`src/rtl/branch_resolve_unit_pkg.sv`:
```
// branch_resolve_unit_pkg: shared encodings and the BHT saturating-counter update.
package branch_resolve_unit_pkg;
  localparam int XLEN = 32;
  typedef enum logic [1:0] {SNT = 2'b00, WNT = 2'b01, WT = 2'b10, ST = 2'b11} bht_ctr_e;
  typedef enum logic {NORMAL = 1'b0, FLUSH = 1'b1} state_e;
  localparam bht_ctr_e BHT_RST = WNT;
  function automatic logic [1:0] sat_update(input logic [1:0] c, input logic taken);
    return taken ? ((c == ST) ? c : c + 2'd1) : ((c == SNT) ? c : c - 2'd1);
  endfunction
endpackage

```
`src/rtl/branch_resolve_unit_if.sv`:
```
// branch_resolve_unit_if: fetch prediction and EX resolution bus between the pipeline and the resolve unit.
interface branch_resolve_unit_if;
  import branch_resolve_unit_pkg::*;
  logic            pred_valid;
  logic [XLEN-1:0] pred_pc;
  logic [XLEN-1:0] pred_offset;
  logic            pred_taken;
  logic [XLEN-1:0] pred_target;
  logic            ex_valid;
  logic            ex_is_branch;
  logic [XLEN-1:0] ex_pc;
  logic [XLEN-1:0] ex_target;
  logic            ex_pred_taken;
  logic            branch_enable;
  logic            stall;
  logic            mispredict;
  logic [XLEN-1:0] redirect_pc;
  logic            flush;
  logic [XLEN-1:0] branch_count;
  logic [XLEN-1:0] mispredict_count;
  modport master (
    output pred_valid, pred_pc, pred_offset, ex_valid, ex_is_branch, ex_pc, ex_target,
           ex_pred_taken, branch_enable, stall,
    input  pred_taken, pred_target, mispredict, redirect_pc, flush, branch_count, mispredict_count
  );
  modport slave (
    input  pred_valid, pred_pc, pred_offset, ex_valid, ex_is_branch, ex_pc, ex_target,
           ex_pred_taken, branch_enable, stall,
    output pred_taken, pred_target, mispredict, redirect_pc, flush, branch_count, mispredict_count
  );
endinterface

```
`src/rtl/branch_resolve_unit_bht_table.sv`:
```
// bht_table: 2-bit saturating branch history table, one async read port and one training port.
module bht_table
  import branch_resolve_unit_pkg::*;
#(
  parameter int IDX_W = 4
) (
  input  logic             clk,
  input  logic             rst_n,
  input  logic [IDX_W-1:0] ridx,
  output logic [1:0]       rdata,
  input  logic             we,
  input  logic [IDX_W-1:0] widx,
  input  logic             taken
);
  logic [1:0] mem_q [2**IDX_W];
  // Read sees the pre-update value when ridx == widx; no bypass is intended.
  assign rdata = mem_q[ridx];
  always_ff @(posedge clk or negedge rst_n) begin
    if (!rst_n) begin
      for (int i = 0; i < 2**IDX_W; i++) mem_q[i] <= BHT_RST;
    end else if (we) begin
      mem_q[widx] <= sat_update(mem_q[widx], taken);
    end
  end
endmodule

```
`src/rtl/branch_resolve_unit.sv`:
```
// branch_resolve_unit: resolves EX branches against predictions, trains the BHT and drives redirect/flush.
module branch_resolve_unit
  import branch_resolve_unit_pkg::*;
#(
  parameter int BHT_IDX_W    = 4,
  parameter int FLUSH_CYCLES = 2
) (
  input logic                 clk,
  input logic                 rst_n,
  branch_resolve_unit_if.slave bus
);
  state_e          state_q;
  logic [2:0]      flush_cnt_q;
  logic            mispredict_q;
  logic            flush_q;
  logic [XLEN-1:0] redirect_q;
  logic [XLEN-1:0] branch_cnt_q;
  logic [XLEN-1:0] mispredict_cnt_q;
  logic [1:0]      rd_ctr;
  logic            resolve;
  logic            mispred;
  // EX is ignored during a flush, so a second mispredict cannot start mid-flush.
  assign resolve = bus.ex_valid & bus.ex_is_branch & ~bus.stall & (state_q == NORMAL);
  assign mispred = resolve & (bus.branch_enable != bus.ex_pred_taken);
  bht_table #(.IDX_W(BHT_IDX_W)) u_bht (
    .clk   (clk),
    .rst_n (rst_n),
    .ridx  (bus.pred_pc[BHT_IDX_W+1:2]),
    .rdata (rd_ctr),
    .we    (resolve),
    .widx  (bus.ex_pc[BHT_IDX_W+1:2]),
    .taken (bus.branch_enable)
  );
  assign bus.pred_taken       = bus.pred_valid & rd_ctr[1];
  assign bus.pred_target      = bus.pred_pc + bus.pred_offset;
  assign bus.mispredict       = mispredict_q;
  assign bus.redirect_pc      = redirect_q;
  assign bus.flush            = flush_q;
  assign bus.branch_count     = branch_cnt_q;
  assign bus.mispredict_count = mispredict_cnt_q;
  always_ff @(posedge clk or negedge rst_n) begin
    if (!rst_n) begin
      state_q          <= NORMAL;
      flush_cnt_q      <= '0;
      mispredict_q     <= 1'b0;
      flush_q          <= 1'b0;
      redirect_q       <= '0;
      branch_cnt_q     <= '0;
      mispredict_cnt_q <= '0;
    end else begin
      mispredict_q     <= mispred;
      redirect_q       <= mispred ? (bus.branch_enable ? bus.ex_target : bus.ex_pc + 32'd4) : redirect_q;
      branch_cnt_q     <= branch_cnt_q + {31'd0, resolve};
      mispredict_cnt_q <= mispredict_cnt_q + {31'd0, mispred};
      case (state_q)
        NORMAL: if (mispred) begin
          state_q     <= FLUSH;
          flush_q     <= 1'b1;
          flush_cnt_q <= 3'(FLUSH_CYCLES - 1);
        end
        FLUSH: if (flush_cnt_q == 3'd0) begin
          state_q <= NORMAL;
          flush_q <= 1'b0;
        end else begin
          flush_cnt_q <= flush_cnt_q - 3'd1;
        end
      endcase
    end
  end
endmodule

```
`src/flat_wrapper.sv`:
```
// flat-port wrapper written by rule: the top's interface ports become plain ports
module branch_resolve_unit_flat import branch_resolve_unit_pkg::*;
#(
  parameter int BHT_IDX_W    = 4,
  parameter int FLUSH_CYCLES = 2
)
  (clk, rst_n, bus_pred_valid, bus_pred_pc, bus_pred_offset, bus_ex_valid, bus_ex_is_branch, bus_ex_pc, bus_ex_target, bus_ex_pred_taken, bus_branch_enable, bus_stall, bus_pred_taken, bus_pred_target, bus_mispredict, bus_redirect_pc, bus_flush, bus_branch_count, bus_mispredict_count);
  branch_resolve_unit_if bus_i ();
  input logic clk;
  input logic rst_n;
  input wire logic [$bits(bus_i.pred_valid)-1:0] bus_pred_valid;
  input wire logic [$bits(bus_i.pred_pc)-1:0] bus_pred_pc;
  input wire logic [$bits(bus_i.pred_offset)-1:0] bus_pred_offset;
  input wire logic [$bits(bus_i.ex_valid)-1:0] bus_ex_valid;
  input wire logic [$bits(bus_i.ex_is_branch)-1:0] bus_ex_is_branch;
  input wire logic [$bits(bus_i.ex_pc)-1:0] bus_ex_pc;
  input wire logic [$bits(bus_i.ex_target)-1:0] bus_ex_target;
  input wire logic [$bits(bus_i.ex_pred_taken)-1:0] bus_ex_pred_taken;
  input wire logic [$bits(bus_i.branch_enable)-1:0] bus_branch_enable;
  input wire logic [$bits(bus_i.stall)-1:0] bus_stall;
  output wire logic [$bits(bus_i.pred_taken)-1:0] bus_pred_taken;
  output wire logic [$bits(bus_i.pred_target)-1:0] bus_pred_target;
  output wire logic [$bits(bus_i.mispredict)-1:0] bus_mispredict;
  output wire logic [$bits(bus_i.redirect_pc)-1:0] bus_redirect_pc;
  output wire logic [$bits(bus_i.flush)-1:0] bus_flush;
  output wire logic [$bits(bus_i.branch_count)-1:0] bus_branch_count;
  output wire logic [$bits(bus_i.mispredict_count)-1:0] bus_mispredict_count;
  assign bus_i.pred_valid = bus_pred_valid;
  assign bus_i.pred_pc = bus_pred_pc;
  assign bus_i.pred_offset = bus_pred_offset;
  assign bus_i.ex_valid = bus_ex_valid;
  assign bus_i.ex_is_branch = bus_ex_is_branch;
  assign bus_i.ex_pc = bus_ex_pc;
  assign bus_i.ex_target = bus_ex_target;
  assign bus_i.ex_pred_taken = bus_ex_pred_taken;
  assign bus_i.branch_enable = bus_branch_enable;
  assign bus_i.stall = bus_stall;
  assign bus_pred_taken = bus_i.pred_taken;
  assign bus_pred_target = bus_i.pred_target;
  assign bus_mispredict = bus_i.mispredict;
  assign bus_redirect_pc = bus_i.redirect_pc;
  assign bus_flush = bus_i.flush;
  assign bus_branch_count = bus_i.branch_count;
  assign bus_mispredict_count = bus_i.mispredict_count;
  branch_resolve_unit #(.BHT_IDX_W(BHT_IDX_W), .FLUSH_CYCLES(FLUSH_CYCLES)) u_core (.clk(clk), .rst_n(rst_n), .bus(bus_i));
endmodule
```
`config.mk`:
```
export PLATFORM = sky130hd
export DESIGN_NAME = branch_resolve_unit_flat
export DESIGN_NICKNAME = d
export VERILOG_FILES = /design/src/rtl/branch_resolve_unit_pkg.sv /design/src/rtl/branch_resolve_unit_if.sv /design/src/rtl/branch_resolve_unit_bht_table.sv /design/src/rtl/branch_resolve_unit.sv /design/src/flat_wrapper.sv
export SDC_FILE = /design/constraint.sdc
export NUM_CORES = 1
export LEC_CHECK = 0
export ABC_AREA = 0
export BUFFER_PORTS_ARGS = -buffer_cell sky130_fd_sc_hd__buf_2
export CELL_PAD_IN_SITES_DETAIL_PLACEMENT = 0
export CELL_PAD_IN_SITES_GLOBAL_PLACEMENT = 2
export CORE_UTILIZATION = 28
export CTS_BUF_LIST = sky130_fd_sc_hd__clkbuf_4 sky130_fd_sc_hd__clkbuf_8
export DETAILED_ROUTE_END_ITERATION = 8
export PLACE_DENSITY = 0.78
export SKIP_CTS_REPAIR_TIMING = 1
export SLEW_MARGIN = 20
export SYNTH_ARGS = -nofsm -noshare
export SYNTH_HDL_FRONTEND = slang
export SYNTH_SLANG_ARGS = --single-unit
```
`constraint.sdc`:
```
create_clock -name clk -period 3 [get_ports clk]
set_input_delay 0.3 -clock clk [delete_from_list [all_inputs] [get_ports clk]]
set_output_delay 0.3 -clock clk [all_outputs]
set_load 0.02 [all_outputs]
```
# Word-level counts from Yosys, hierarchy flattened
# Cells that the tools add are included.
# totals
elab_cells	74
out_inout_bits	131
reg_bits	134
inputBits	136
# op_classes
n_eq_ne	5
addsub	7
order_cmp	3
n_mux	22
reduce_logical	5
bitwise_logic	9
# ops
op	count
$add A32 B1 Y32	2
$add A32 B3 Y32 const B	1
$add A32 B32 Y32	1
$bwmux W32	1
$mux W32	1
$bmux W2 S4	2
$mux W2	8
$ge A5 B5 Y1 const B	2
$not A4 Y5	2
$demux W2 S4	1
$mux W3	2
$pmux W3 S2	1
$and A1 B1 Y1	5
$lt A5 B1 Y1 const B	1
$mux W1	4
$ne A2 B2 Y1 const B	2
$pmux W1 S2	2
$reduce_and A2 Y1	2
$logic_not A3 Y1	1
$sub A3 B1 Y3 const B	1
$add A2 B1 Y2 const B	1
$eq A2 B2 Y1 const B	1
$logic_not A2 Y1	1
$ne A2 B1 Y1 const B	1
other kinds (4)	5

# Longest topological paths before layout
# Gate-level depths: netlist (run 1).
# depth
depth_word	8
mapped_depth	14
depth_no_buf	11

# Hierarchy
# From an unflattened synthesis (run 1), not the netlist that was laid out.
# hier_totals
cells_unflattened	895
hier_area_um2	8674.6
# modules_own_cells
module	area_each_um2	n_inst	cells_each
branch_resolve_unit	6767.7	1	743
bht_table	1906.8	1	152

# Least setup slack after synthesis (run 1)
# OpenSTA, ideal clock, no wires.
# synth_path
path_kind	reg-to-reg
startpoint	register u_core.state_q
endpoint	register u_core.mispredict_cnt_q[26] (netlist: u_core.bus.mispredict_count[26])
path_slack_ns	-0.087
setup_ns	0.130
arrival_time_ns	2.956
path_stages_with_launch	14
required_time_ns	2.870
cell_sequence	dfrtp_1 > nor4bb_1 > nand2_1 > clkbuf_1 > inv_1 > buf_1 > ha_1 > ha_1 > and3_1 > and2_0 > nand2_1 > nor2_1 > nand2_1 > xnor2_1
# synth_between
elab_chain_len	4
# synth_rtl
element	line_no	source
start, declared	branch_resolve_unit.sv:12	state_e state_q;
start signal, assigned	branch_resolve_unit.sv:43	state_q <= NORMAL;
start signal, assigned	branch_resolve_unit.sv:57	state_q <= FLUSH;
start signal, assigned	branch_resolve_unit.sv:62	state_q <= NORMAL;
$not A1 Y1	branch_resolve_unit.sv:23	assign resolve = bus.ex_valid & bus.ex_is_branch & ~bus.stall & (state_q == NORMAL);
$and A1 B1 Y1	branch_resolve_unit.sv:23	
$and A1 B1 Y1	branch_resolve_unit.sv:24	assign mispred = resolve & (bus.branch_enable != bus.ex_pred_taken);
via u_core.mispred	branch_resolve_unit.sv:21	logic mispred;
$add A32 B1 Y32	branch_resolve_unit.sv:54	mispredict_cnt_q <= mispredict_cnt_q + {31'd0, mispred};
end signal, assigned	branch_resolve_unit.sv:54	
end, declared	branch_resolve_unit.sv:18	logic [XLEN-1:0] mispredict_cnt_q;
# The timed path passes the listed nets, and every way through them passes these cells.
# A chain may end at the register's enable or synchronous reset.

# Final worst setup path (run 1)
# layout_path
startpoint	input bus_pred_offset[0]
endpoint	output bus_pred_target[28]
# layout_between
elab_chain_len	1
# layout_rtl
element	line_no	source
start, declared	flat_wrapper.sv:13	input wire logic [$bits(bus_i.pred_offset)-1:0] bus_pred_offset;
$add A32 B32 Y32	branch_resolve_unit.sv:35	assign bus.pred_target = bus.pred_pc + bus.pred_offset;
end, declared	flat_wrapper.sv:22	output wire logic [$bits(bus_i.pred_target)-1:0] bus_pred_target;
# No other way between the ends.

==> reports/results.md, run 1 <==
Synth
• sky130_fd_sc_hd__dfrtp_1 — flip-flop cell with the highest count after synthesis
• 18.3% — Synth Area in Simple Gates
• 41.5% — proportion of synthesized chip area in sequential cells
• 9.68 um^2 — mean area per synthesized cell
• 134 — Seq cells post-synth
• 54 — Unique masters post-synth
• 1018 — number of nets in the synthesized netlist
• 8130 um^2 — Cell Area, Synth
• 840 — synthesized netlist cell count
• 12.0% — Synth Area in Compound Gates
• 100% — fraction of registers with async set or reset after synthesis
• 0 — synth warn
• 0 — EDFF count, synth
• simple AND/OR/NAND/NOR gates — dominant combinational cell family by area after synthesis
• 12.4% — xor/xnor cell area share of the yosys netlist
• 7.11% — portion of netlist area occupied by mux cells
• 6.70% — synthesized-area fraction occupied by adder cells

Pwr
• 0.00358 W — Internal
• 5.16 nW — static leakage power
• 40.8% — sequential share of power
• 342 uV — worst voltage drop across the vdd grid
• 26.4% — part of the total power dissipated in the clock network
• 32.8% — Combinational Power Share
• 531 nW/um^2 — pwr dens
• 36.6% — switching power as a share of total power
• 0.00207 W — switching pwr

Critical path
• 3 — maximum fanout along the worst path
• compound AO/OA/AOI/OAI gates — Crit path max-delay family
• buf_8 -> ha_4 -> fa_2 -> a21o_1 -> a221o_1 -> a2111oi_4 -> o21ai_2 -> nor2b_4 -> a32oi_2 -> xnor2_1 -> buf_4 — critical path cell sequence
• primary input to output pin — Setup Crit Path Kind
• 2700 ps — data required time of the critical path
• 11 — number of cells on the critical path
• 11 — length in cells of the worst reg-to-reg path
• sky130_fd_sc_hd__a221o_1 — slowest stage cell, crit path
• 2 — number of buffer and inverter instances along the worst setup path
• 2660 ps — arrival time at the worst endpoint
• primary input — crit path launch type
• 380 ps — longest individual stage delay on the worst path
• output pin — Critical Path Sink Type

STA
• 0 — final max-slew violation count
• 56.9% — worst slew margin relative to its limit
• 98.5% — crit share post-route
• 9.58 ps — worst setup skew after layout
• 0 — number of endpoints failing setup at the final stage
• 2960 ps — post-layout min period
• 0 ps — TNS Setup
• 0.338 GHz — highest achievable clock rate
• true — setup repair after global routing missed its margin
• 111 ps — worst hold slack after final layout
• 44.0 ps — worst-case setup margin in the final layout
• 640 ps — transition time at the pin with the least slew margin
• 0 — hold violation count in the final report

Clock network
• 134 — count of clock tree sinks
• 70 ps — clock-pin slew on the worst setup and hold paths
• 2 — maximum buffer depth of the clock tree
• 17 — number of buffers created by CTS
• 460 ps — insertion delay to the later sink of the worst-skew pair
• 4 — H-Tree Level Count
• done — clock tree from TritonCTS
• sky130_fd_sc_hd__clkbuf_8 — master cell of the clock root buffer

Final layout
• 1314 — number of nets in the finished design
• 3370 um^2 — combined flip-flop and latch cell area
• sky130_fd_sc_hd__buf_2, sky130_fd_sc_hd__dfrtp_1, sky130_fd_sc_hd__nand2_1, sky130_fd_sc_hd__xnor2_1 — most frequent cells in the layout
• 34.7% — share of layout cells above drive strength 1
• 4690 um^2 — total area of multi-input combinational cells
• 2933 — filler cell count
• sky130_fd_sc_hd__buf_2 — leading cell type in the layout, fill and taps excluded
• 30.9% — area overhead of the layout relative to synthesis

Floorplanning
• 28600 um^2 — standard cell core area
• 267 — count of pins on the block boundary
• 29700 um^2 — full die area
• 62 — Rows
• 172 um — Die Y-Extent
• 28.4% — initial core utilization
• 172 um — die width

Global route
• 36900 um — first-pass GRT wire length
• 59 — maximum number of pins on one net before global-route repair
• 16.1% — Total Routing Usage GR
• 2 — initial antenna violation count
• 6936 — via count of the first global-routing pass
• 0 — overflow left after global routing

Placement
• -337 ps — pre-CTS WS
• 18200 um — Post-DP HPWL
• 266 — Port Buffers
• 0.842 — placer congestion estimate

Route
• 7131 — vias
• 23700 um — WL final
• 6 — Pre-Repair DR Iteration Count
• 357 — DRT iter0 DRCs
• 0 — remaining antenna violation count after routing
• 15.4 um — Routed WL per cell
• 0 — post-detailed-route DRC marker count
• 4.65 — detail-routed via count per cell

Flow run
• 0 — max-cap check violation count

Hold path
• 3 — number of stages on the worst hold path
• primary input to register — type of the tightest min-delay check

Run status
• completed — status

-- final cells by class --
class	instances	share of cell area [%]
clock inverters	10	0.894
inverters	16	0.564
clock buffers	22	2.73
diodes	1	0.0235
flip-flops and latches	134	31.7
repair buffers	302	15.5
well taps	384	4.52
multi-input cells	665	44.0
-- worst min-delay path: cells and delay by family --
kind	cells	cell delay, ps
AOI/OAI and AO/OA	1	80
buffers and inverters	1	80
and+or+nand+nor	1	60
-- Yosys cell counts (5+ instances only) --
master | instances | area share [%]
sky130_fd_sc_hd__a21o_1 | 13 | 1.2
sky130_fd_sc_hd__a21oi_1 | 43 | 2.6
sky130_fd_sc_hd__a31oi_1 | 5 | 0.38
sky130_fd_sc_hd__and2_1 | 11 | 0.85
sky130_fd_sc_hd__and3_1 | 16 | 1.2
sky130_fd_sc_hd__and4_1 | 11 | 1.2
sky130_fd_sc_hd__clkbuf_1 | 20 | 0.92
sky130_fd_sc_hd__dfrtp_1 | 118 | 36
sky130_fd_sc_hd__dfstp_2 | 16 | 5.2
sky130_fd_sc_hd__ha_1 | 41 | 6.3
sky130_fd_sc_hd__inv_1 | 14 | 0.65
sky130_fd_sc_hd__mux2_2 | 16 | 2.2
sky130_fd_sc_hd__mux2i_1 | 6 | 0.74
sky130_fd_sc_hd__mux4_2 | 15 | 4.2
sky130_fd_sc_hd__nand2_1 | 117 | 5.4
sky130_fd_sc_hd__nand2b_1 | 6 | 0.46
sky130_fd_sc_hd__nand3_1 | 48 | 3.0
sky130_fd_sc_hd__nand4_1 | 18 | 1.4
sky130_fd_sc_hd__nor2_1 | 47 | 2.2
sky130_fd_sc_hd__nor2b_1 | 9 | 0.69
sky130_fd_sc_hd__nor3_1 | 9 | 0.55
sky130_fd_sc_hd__o211ai_1 | 12 | 1.1
sky130_fd_sc_hd__o21a_1 | 5 | 0.46
sky130_fd_sc_hd__o21ai_0 | 48 | 3.0
sky130_fd_sc_hd__o21ai_1 | 13 | 0.80
sky130_fd_sc_hd__or3_1 | 6 | 0.46
sky130_fd_sc_hd__xnor2_1 | 76 | 8.2
sky130_fd_sc_hd__xor2_1 | 39 | 4.2
-- logic make-up after synthesis --
group           after synthesis
compound gates              162
xor+xnor                    115
fa+ha+maj                    43
buf+inv                      41
flops                       134
mux                          37
simple gates                308
-- worst paths after layout --
kind / endpoint / slack (ps) / start
hold / removal: u_core.bus.redirect_pc[20] / 110 / bus_ex_target[20]
setup / recovery: bus_pred_target[28] / 40 / bus_pred_offset[0]
min in group asynchronous: u_core.bus.branch_count[16] / 340 / rst_n
hold reg to reg: u_core.bus.mispredict_count[31] / 470 / u_core.bus.mispredict_count[31]
max in group asynchronous: u_core.u_bht.mem_q[26] / 1850 / rst_n
setup reg to reg: u_core.bus.mispredict_count[31] / 340 / u_core.state_q
-- layer usage --
| metal | track usage (%) | vias to the layer above | part of all wire [%] |
|---|---|---|---|
| li1 | - | 3592 | - |
| met1 | 20.2 | 3300 | 45 |
| met2 | 26.0 | 217 | 46 |
| met3 | 5.54 | 20 | 8.1 |
| met4 | 4.58 | 2 | 1.0 |
| met5 | 0 | - | 0.055 |
-- power groups by stage --
| stage | combinational, W | clock [W] | sequential, W |
|---|---|---|---|
| after floorplan | 0.000807 | 0 | 0.00261 |
| after global placement | 0.00183 | 0 | 0.00233 |
| after detailed placement | 0.00184 | 0 | 0.00233 |
| after CTS | 0.00184 | 0.00155 | 0.00231 |
| after global routing | 0.00206 | 0.00163 | 0.00236 |
| final | 0.00185 | 0.00149 | 0.00231 |
-- metrics by stage --
stage               util, %  total power [W]  std cells  cell area [um^2]
CTS                    36.7          0.00571       1531             10500
finish                 37.2          0.00565       1534             10600
global placement       35.3          0.00416       1499             10100
floorplan                 -          0.00342        840              8130
global route           37.2          0.00605       1533             10600
detailed placement     35.3          0.00417       1499             10100
-- sequential cells by signal (all words and copies together) (netlist names) --
name / cells
u_core.bus.branch_count: 32
u_core.state_q: 1
u_core.bus.flush: 1
u_core.bus.redirect_pc: 32
u_core.bus.mispredict_count: 32
u_core.bus.mispredict: 1
u_core.u_bht.mem_q: 32
u_core.flush_cnt_q: 3
Power figures use the tool's default switching activity.
==> inputs of run 2 (changes only) <==
--- a/config.mk
+++ b/config.mk
@@ -10,8 +10,8 @@
 export CELL_PAD_IN_SITES_DETAIL_PLACEMENT = 0
 export CELL_PAD_IN_SITES_GLOBAL_PLACEMENT = 2
-export CORE_UTILIZATION = 28
+export CORE_UTILIZATION = 31
 export CTS_BUF_LIST = sky130_fd_sc_hd__clkbuf_4 sky130_fd_sc_hd__clkbuf_8
 export DETAILED_ROUTE_END_ITERATION = 8
-export PLACE_DENSITY = 0.78
+export PLACE_DENSITY = 0.82
 export SKIP_CTS_REPAIR_TIMING = 1
 export SLEW_MARGIN = 20
==> constraint.sdc (replaced) <==
create_clock -name clk -period 2.72 [get_ports clk]
set_input_delay 0.272 -clock clk [delete_from_list [all_inputs] [get_ports clk]]
set_output_delay 0.272 -clock clk [all_outputs]
set_load 0.05 [all_outputs]
==> reports/results.md, run 2 (synthesis gave the netlist of run 1 again) <==
Placement
• 0.828 — placer congestion estimate, -1.7%
• 18800 um — Post-DP HPWL, +2.8%
• 266 — Port Buffers, unchanged

Clock network
• 17 — number of buffers created by CTS, unchanged
• done — clock tree from TritonCTS
• sky130_fd_sc_hd__clkbuf_8 — master cell of the clock root buffer
• 90 ps — clock-pin slew on the worst setup and hold paths, +20 ps
• 134 — count of clock tree sinks, unchanged
• 2 — maximum buffer depth of the clock tree, unchanged
• 4 — H-Tree Level Count, unchanged
• 450 ps — insertion delay to the later sink of the worst-skew pair, about the same

Hold path
• primary input to register — type of the tightest min-delay check
• bus_ex_target[20] — worst hold start
• 3 — number of stages on the worst hold path, unchanged
• u_core.bus.redirect_pc[20] — worst hold endpoint

Run status
• complete, but fails checks — status
• negative setup slack — failing checks

Global route
• 18.1% — Total Routing Usage GR, +2.0 points
• 7211 — via count of the first global-routing pass, +4.0%
• 66 — maximum number of pins on one net before global-route repair, +12%
• 4 — initial antenna violation count, +2
• 0 — overflow left after global routing, unchanged
• 37900 um — first-pass GRT wire length, +2.7%

STA
• 72.7 ps — worst hold slack after final layout, -38.1 ps
• -219 ps — worst-case setup margin in the final layout, -263 ps
• 2940 ps — post-layout min period
• 108% — crit share post-route
• 58.9% — worst slew margin relative to its limit, +2.0 points
• 0 — hold violation count in the final report, unchanged
• 16.9 ps — worst setup skew after layout, +7.36 ps
• 14 — number of endpoints failing setup at the final stage, +14
• 0 — final max-slew violation count, unchanged
• 0.340 GHz — highest achievable clock rate
• 616 ps — transition time at the pin with the least slew margin, -24.2 ps
• true — setup repair after global routing missed its margin

Floorplanning
• 164 um — die width, -4.9%
• 164 um — Die Y-Extent, -4.9%
• 25500 um^2 — standard cell core area, -11%
• 26900 um^2 — full die area, -9.6%
• 58 — Rows, -6.5%
• 31.9% — initial core utilization, +3.5 points
• 267 — count of pins on the block boundary, unchanged

Route
• 0 — remaining antenna violation count after routing, unchanged
• 5 — Pre-Repair DR Iteration Count, -1
• 7387 — vias, +3.6%
• 24000 um — WL final, +1.2%
• 0 — post-detailed-route DRC marker count, unchanged
• 4.82 — detail-routed via count per cell, +3.8%
• 15.7 um — Routed WL per cell, +1.4%
• 267 — DRT iter0 DRCs, -25%

Final layout
• 39.1% — area overhead of the layout relative to synthesis
• 1365 — number of nets in the finished design, +3.9%
• 2526 — filler cell count, -14%
• sky130_fd_sc_hd__buf_2, sky130_fd_sc_hd__dfrtp_1, sky130_fd_sc_hd__nand2_1, sky130_fd_sc_hd__buf_4, sky130_fd_sc_hd__xnor2_1 — most frequent cells in the layout
• sky130_fd_sc_hd__buf_2 — leading cell type in the layout, fill and taps excluded
• 44.4% — final cell utilization of the core, +7.2 points
• 40.0% — share of layout cells above drive strength 1, +5.3 points

Critical path
• u_core.bus.branch_count[24] — Reg-to-Reg End
• primary input — crit path launch type
• 10 — length in cells of the worst reg-to-reg path, -1
• buf_6 -> ha_4 -> fa_2 -> a21o_1 -> a221o_1 -> a2111oi_4 -> o21ai_2 -> nor2b_4 -> a32oi_2 -> xnor2_2 -> buf_6 — critical path cell sequence
• u_core.state_q — Reg-to-Reg Start
• compound AO/OA/AOI/OAI gates — Crit path max-delay family
• 3 — maximum fanout along the worst path, unchanged
• sky130_fd_sc_hd__buf_6 — Crit path top cell by count
• 220 ps — Worst R2R Setup Slack, -120 ps
• output pin — Critical Path Sink Type
• 2450 ps — data required time of the critical path, -250 ps
• 380 ps — longest individual stage delay on the worst path, about the same
• primary input to output pin — Setup Crit Path Kind
• 2670 ps — arrival time at the worst endpoint, about the same
• 2 — number of buffer and inverter instances along the worst setup path, unchanged
• sky130_fd_sc_hd__a2111oi_4 — slowest stage cell, crit path

Pwr
• 42.6% — Combinational Power Share, +9.8 points
• 23.0% — part of the total power dissipated in the clock network, -3.4 points
• 34.4% — sequential share of power, -6.4 points
• 5.51 nW — static leakage power, +6.8%
• 0.00325 W — switching pwr, +57%
• 43.9% — switching power as a share of total power, +7.4 points
• 653 nW/um^2 — pwr dens, +23%
• 0.00414 W — Internal, +16%
• 418 uV — worst voltage drop across the vdd grid, +22%

Flow run
• 0 — max-cap check violation count, unchanged

[run 2: cell types whose count changed in the layout (fill, tap and decap cells not counted), moves of 4 or more]
cell                      before  now
sky130_fd_sc_hd__nor2_2        0    4
sky130_fd_sc_hd__xnor2_1      76   67
sky130_fd_sc_hd__xor2_4        0    4
sky130_fd_sc_hd__buf_2       258  243
sky130_fd_sc_hd__xnor2_2       0    9
sky130_fd_sc_hd__inv_6         2    7
sky130_fd_sc_hd__nor2_1       47   43
sky130_fd_sc_hd__xor2_1       39   32
sky130_fd_sc_hd__buf_6         2   16
sky130_fd_sc_hd__buf_4        39   93
[run 2: how the worst max path moves through the flow]
stage | startpoint | to | slack (ps) | cells after the start
after global placement | bus_pred_offset[0] | bus_pred_target[28] | -380 | 11
after detailed placement | bus_pred_offset[0] | bus_pred_target[28] | -400 | 11
after CTS | bus_pred_offset[0] | bus_pred_target[28] | -410 | 11
after global routing | bus_pred_offset[1] | bus_pred_target[29] | -320 | 13
final | bus_pred_pc[0] | bus_pred_target[28] | -220 | 11
after floorplan | bus_pred_offset[0] | bus_pred_target[30] | -70 | 9
[run 2: layout make-up]
| class | count | area [um^2] | share of cell area, % |
|---|---|---|---|
| diodes | 2 | 5.00 | 0.0443 |
| clock inverters | 14 | 164 | 1.45 |
| flip-flops and latches | 134 | 3370 | 29.8 |
| clock buffers | 17 | 234 | 2.07 |
| well taps | 330 | 413 | 3.65 |
| repair buffers | 353 | 2100 | 18.6 |
| inverters | 16 | 60.1 | 0.531 |
| multi-input cells | 665 | 4960 | 43.8 |
[run 2: routing by layer]
| layer | wire length, um | GRT usage [%] | up-vias |
|---|---|---|---|
| li1 | - | - | 3686 |
| met1 | 10800 | 23.5 | 3451 |
| met2 | 10800 | 28.6 | 226 |
| met3 | 2090 | 6.64 | 20 |
| met4 | 195 | 3.79 | 4 |
| met5 | 22 | 0 | - |
[run 2: metrics by stage]
stage	area [um^2]	worst slack (ps)	total power, W	setup TNS (ps)	std cells
after floorplan	8340	-67.4	0.00467	-212	840
after global placement	10600	-377	0.00560	-3840	1492
after detailed placement	10600	-400	0.00561	-4100	1492
after CTS	11000	-412	0.00735	-4210	1523
after global routing	11300	-320	0.00780	-3400	1530
final	11300	-219	0.00739	-1970	1531
[run 2: power groups by stage]
stage,clock network [W],logic (W),registers [W]
finish,0.00170,0.00315,0.00254
global route,0.00184,0.00337,0.00259
detailed placement,0,0.00304,0.00257
floorplan,0,0.00121,0.00347
global placement,0,0.00304,0.00256
CTS,0.00176,0.00304,0.00254
[run 2: worst min-delay path, cell delays in order]
cell and delay (ps):
sky130_fd_sc_hd__buf_2 70, sky130_fd_sc_hd__nand3_1 60, sky130_fd_sc_hd__o211ai_1 80
==> inputs of run 3 (changes only) <==
- CORE_UTILIZATION: 31 -> 32
- PLACE_DENSITY: 0.82 -> 0.83
- SKIP_LAST_GASP: not set -> 1
- SYNTH_HIERARCHICAL: not set -> 1
==> reports/results.md, run 3 <==
Pwr
• 424 uV — worst voltage drop across the vdd grid, +1.4%
• 44.6% — switching power as a share of total power, +0.71 points
• 0.00333 W — switching pwr, +2.4%
• 21.9% — part of the total power dissipated in the clock network, -1.1 points
• 5.48 nW — static leakage power, -0.52%
• 35.0% — sequential share of power, +0.6 points
• 43.1% — Combinational Power Share, +0.5 points
• 655 nW/um^2 — pwr dens, +0.29%
• 0.00412 W — Internal, -0.49%

Placement
• 18400 um — Post-DP HPWL, -1.7%
• 0.868 — placer congestion estimate, +4.8%
• 266 — Port Buffers, unchanged

Synth
• 890 — synthesized netlist cell count, +6.0%
• 1065 — number of nets in the synthesized netlist, +4.6%
• 9.62 um^2 — mean area per synthesized cell, -0.58%
• 6 — synth warn, +6
• 8560 um^2 — Cell Area, Synth, +5.3%

STA
• 0 — number of endpoints failing setup at the final stage, -14
• 0.375 GHz — highest achievable clock rate, +10%
• 15.1 ps — worst setup skew after layout, -1.84 ps
• 43.4% — worst slew margin relative to its limit, -16 points
• 93.3 ps — worst hold slack after final layout, +20.7 ps
• 0 — hold violation count in the final report, unchanged
• true — setup repair after global routing missed its margin
• 2660 ps — post-layout min period, -275 ps
• 97.9% — crit share post-route, -10 points
• 0 — final max-slew violation count, unchanged
• 850 ps — transition time at the pin with the least slew margin, +234 ps

Clock network
• 450 ps — insertion delay to the later sink of the worst-skew pair, about the same
• 80 ps — clock-pin slew on the worst setup and hold paths, about the same
• 2 — maximum buffer depth of the clock tree, unchanged
• 4 — H-Tree Level Count, unchanged
• 134 — count of clock tree sinks, unchanged
• 17 — number of buffers created by CTS, unchanged
• done — clock tree from TritonCTS
• sky130_fd_sc_hd__clkbuf_8 — master cell of the clock root buffer

Global route
• 0 — overflow left after global routing, unchanged
• 89 — maximum number of pins on one net before global-route repair, +35%
• 38000 um — first-pass GRT wire length, +0.27%
• 7594 — via count of the first global-routing pass, +5.3%
• 17.6% — Total Routing Usage GR, -0.51 points
• 1 — initial antenna violation count, -3

Final layout
• 32.7% — area overhead of the layout relative to synthesis
• 1381 — number of nets in the finished design, +1.2%
• 37.0% — share of layout cells above drive strength 1, -3.0 points
• 43.5% — final cell utilization of the core, -0.91 points
• 0 — final antenna diode count, -2
• sky130_fd_sc_hd__buf_2, sky130_fd_sc_hd__dfrtp_1, sky130_fd_sc_hd__nand2_1, sky130_fd_sc_hd__xnor2_1, sky130_fd_sc_hd__buf_4 — most frequent cells in the layout
• sky130_fd_sc_hd__buf_2 — leading cell type in the layout, fill and taps excluded

Hold path
• bus_ex_target[27] — worst hold start
• primary input to register — type of the tightest min-delay check

Critical path
• 4 — maximum fanout along the worst path, +1
• buf_6 -> ha_4 -> fa_2 -> a21o_1 -> a221oi_2 -> buf_4 -> o31ai_4 -> a31oi_1 -> buf_4 -> o221ai_4 -> xor2_2 -> buf_6 — critical path cell sequence
• primary input — crit path launch type
• u_core/state_q — Reg-to-Reg Start
• 2450 ps — data required time of the critical path, about the same
• bus_pred_offset[0] — crit path from
• compound AO/OA/AOI/OAI gates — Crit path max-delay family
• primary input to output pin — Setup Crit Path Kind
• sky130_fd_sc_hd__fa_2 — slowest stage cell, crit path
• 4 — number of buffer and inverter instances along the worst setup path, +2
• 2390 ps — arrival time at the worst endpoint, -280 ps
• output pin — Critical Path Sink Type
• 350 ps — longest individual stage delay on the worst path, -30 ps

Route
• 4.97 — detail-routed via count per cell, +3.0%
• 7723 — vias, +4.5%
• 36 — post-detailed-route DRC marker count, +36
• 0 — remaining antenna violation count after routing, unchanged
• 24100 um — WL final, +0.39%
• 372 — DRT iter0 DRCs, +39%
• 15.5 um — Routed WL per cell, -1.1%
• 6 — Pre-Repair DR Iteration Count, +1

Floorplanning
• 32.8% — initial core utilization, +0.85 points
• 59 — Rows, +1.7%
• 26100 um^2 — standard cell core area, +2.6%
• 27400 um^2 — full die area, +2.0%
• 267 — count of pins on the block boundary, unchanged
• 166 um — die width, +1.0%
• 166 um — Die Y-Extent, +1.0%

Flow run
• 0 — max-cap check violation count, unchanged

Run status
• design-rule violations — failing checks
• complete, but fails checks — status

[run 3: per-stage QoR]
step / total power, W / TNS [ps] / setup slack [ps] / std cells / instance area [um^2]
6_report: 0.00745 / 0 / 56.0 / 1554 / 11400
5_1_grt: 0.00789 / -210 / -59.5 / 1554 / 11400
4_1_cts: 0.00743 / -1100 / -199 / 1547 / 11100
3_5_place_dp: 0.00576 / -941 / -173 / 1515 / 10700
3_3_place_gp: 0.00574 / -620 / -172 / 1515 / 10700
2_1_floorplan: 0.00486 / -118 / -109 / 890 / 8630
[run 3: power by group through the flow]
stage	sequential (W)	combinational, W	clock (W)
final	0.00261	0.00321	0.00163
after CTS	0.00261	0.00312	0.00170
after detailed placement	0.00264	0.00311	0
after floorplan	0.00354	0.00132	0
after global placement	0.00264	0.00310	0
after global routing	0.00266	0.00346	0.00177
[run 3: area by class of cell]
| cell class | instances | area (um^2) |
|---|---|---|
| fillers | 2634 | 14800 |
| multi-input cells | 708 | 5230 |
| flip-flops and latches | 134 | 3370 |
| repair buffers | 330 | 1910 |
| well taps | 335 | 419 |
| clock buffers | 18 | 241 |
| clock inverters | 14 | 140 |
| inverters | 15 | 56.3 |
[run 3: path summary, 6_finish.rpt]
| check | end | slack, ps | cells after the start |
|---|---|---|---|
| min in group asynchronous | u_core/bus.branch_count[19] | 450 | 2 |
| min | u_core/bus.redirect_pc[27] | 90 | 3 |
| max in group asynchronous | u_core/u_bht/mem_q[15] | 1500 | 3 |
| max reg2reg | u_core/bus.mispredict_count[22] | 270 | 10 |
| max | bus_pred_target[20] | 60 | 12 |
| min reg2reg | u_core/bus.branch_count[31] | 470 | 1 |
[run 3: worst reg2reg max path, cell delays in order, from the launching register on]
cell                       delay [ps]
sky130_fd_sc_hd__dfrtp_1          460
sky130_fd_sc_hd__and4bb_2         460
sky130_fd_sc_hd__nand2_1          100
sky130_fd_sc_hd__inv_1             80
sky130_fd_sc_hd__ha_1             190
sky130_fd_sc_hd__ha_1             190
sky130_fd_sc_hd__nand3_1          140
sky130_fd_sc_hd__nor2_2           130
sky130_fd_sc_hd__and3_2           300
sky130_fd_sc_hd__nand4_1          140
sky130_fd_sc_hd__xnor2_1          150
[run 3: layer usage]
layer	GRT usage, %	vias up	share of wire [%]
met2	29.3	229	48
met3	4.25	17	6.7
met5	0	-	0
li1	-	3845	-
met4	4.34	0	1.1
met1	22.7	3632	45
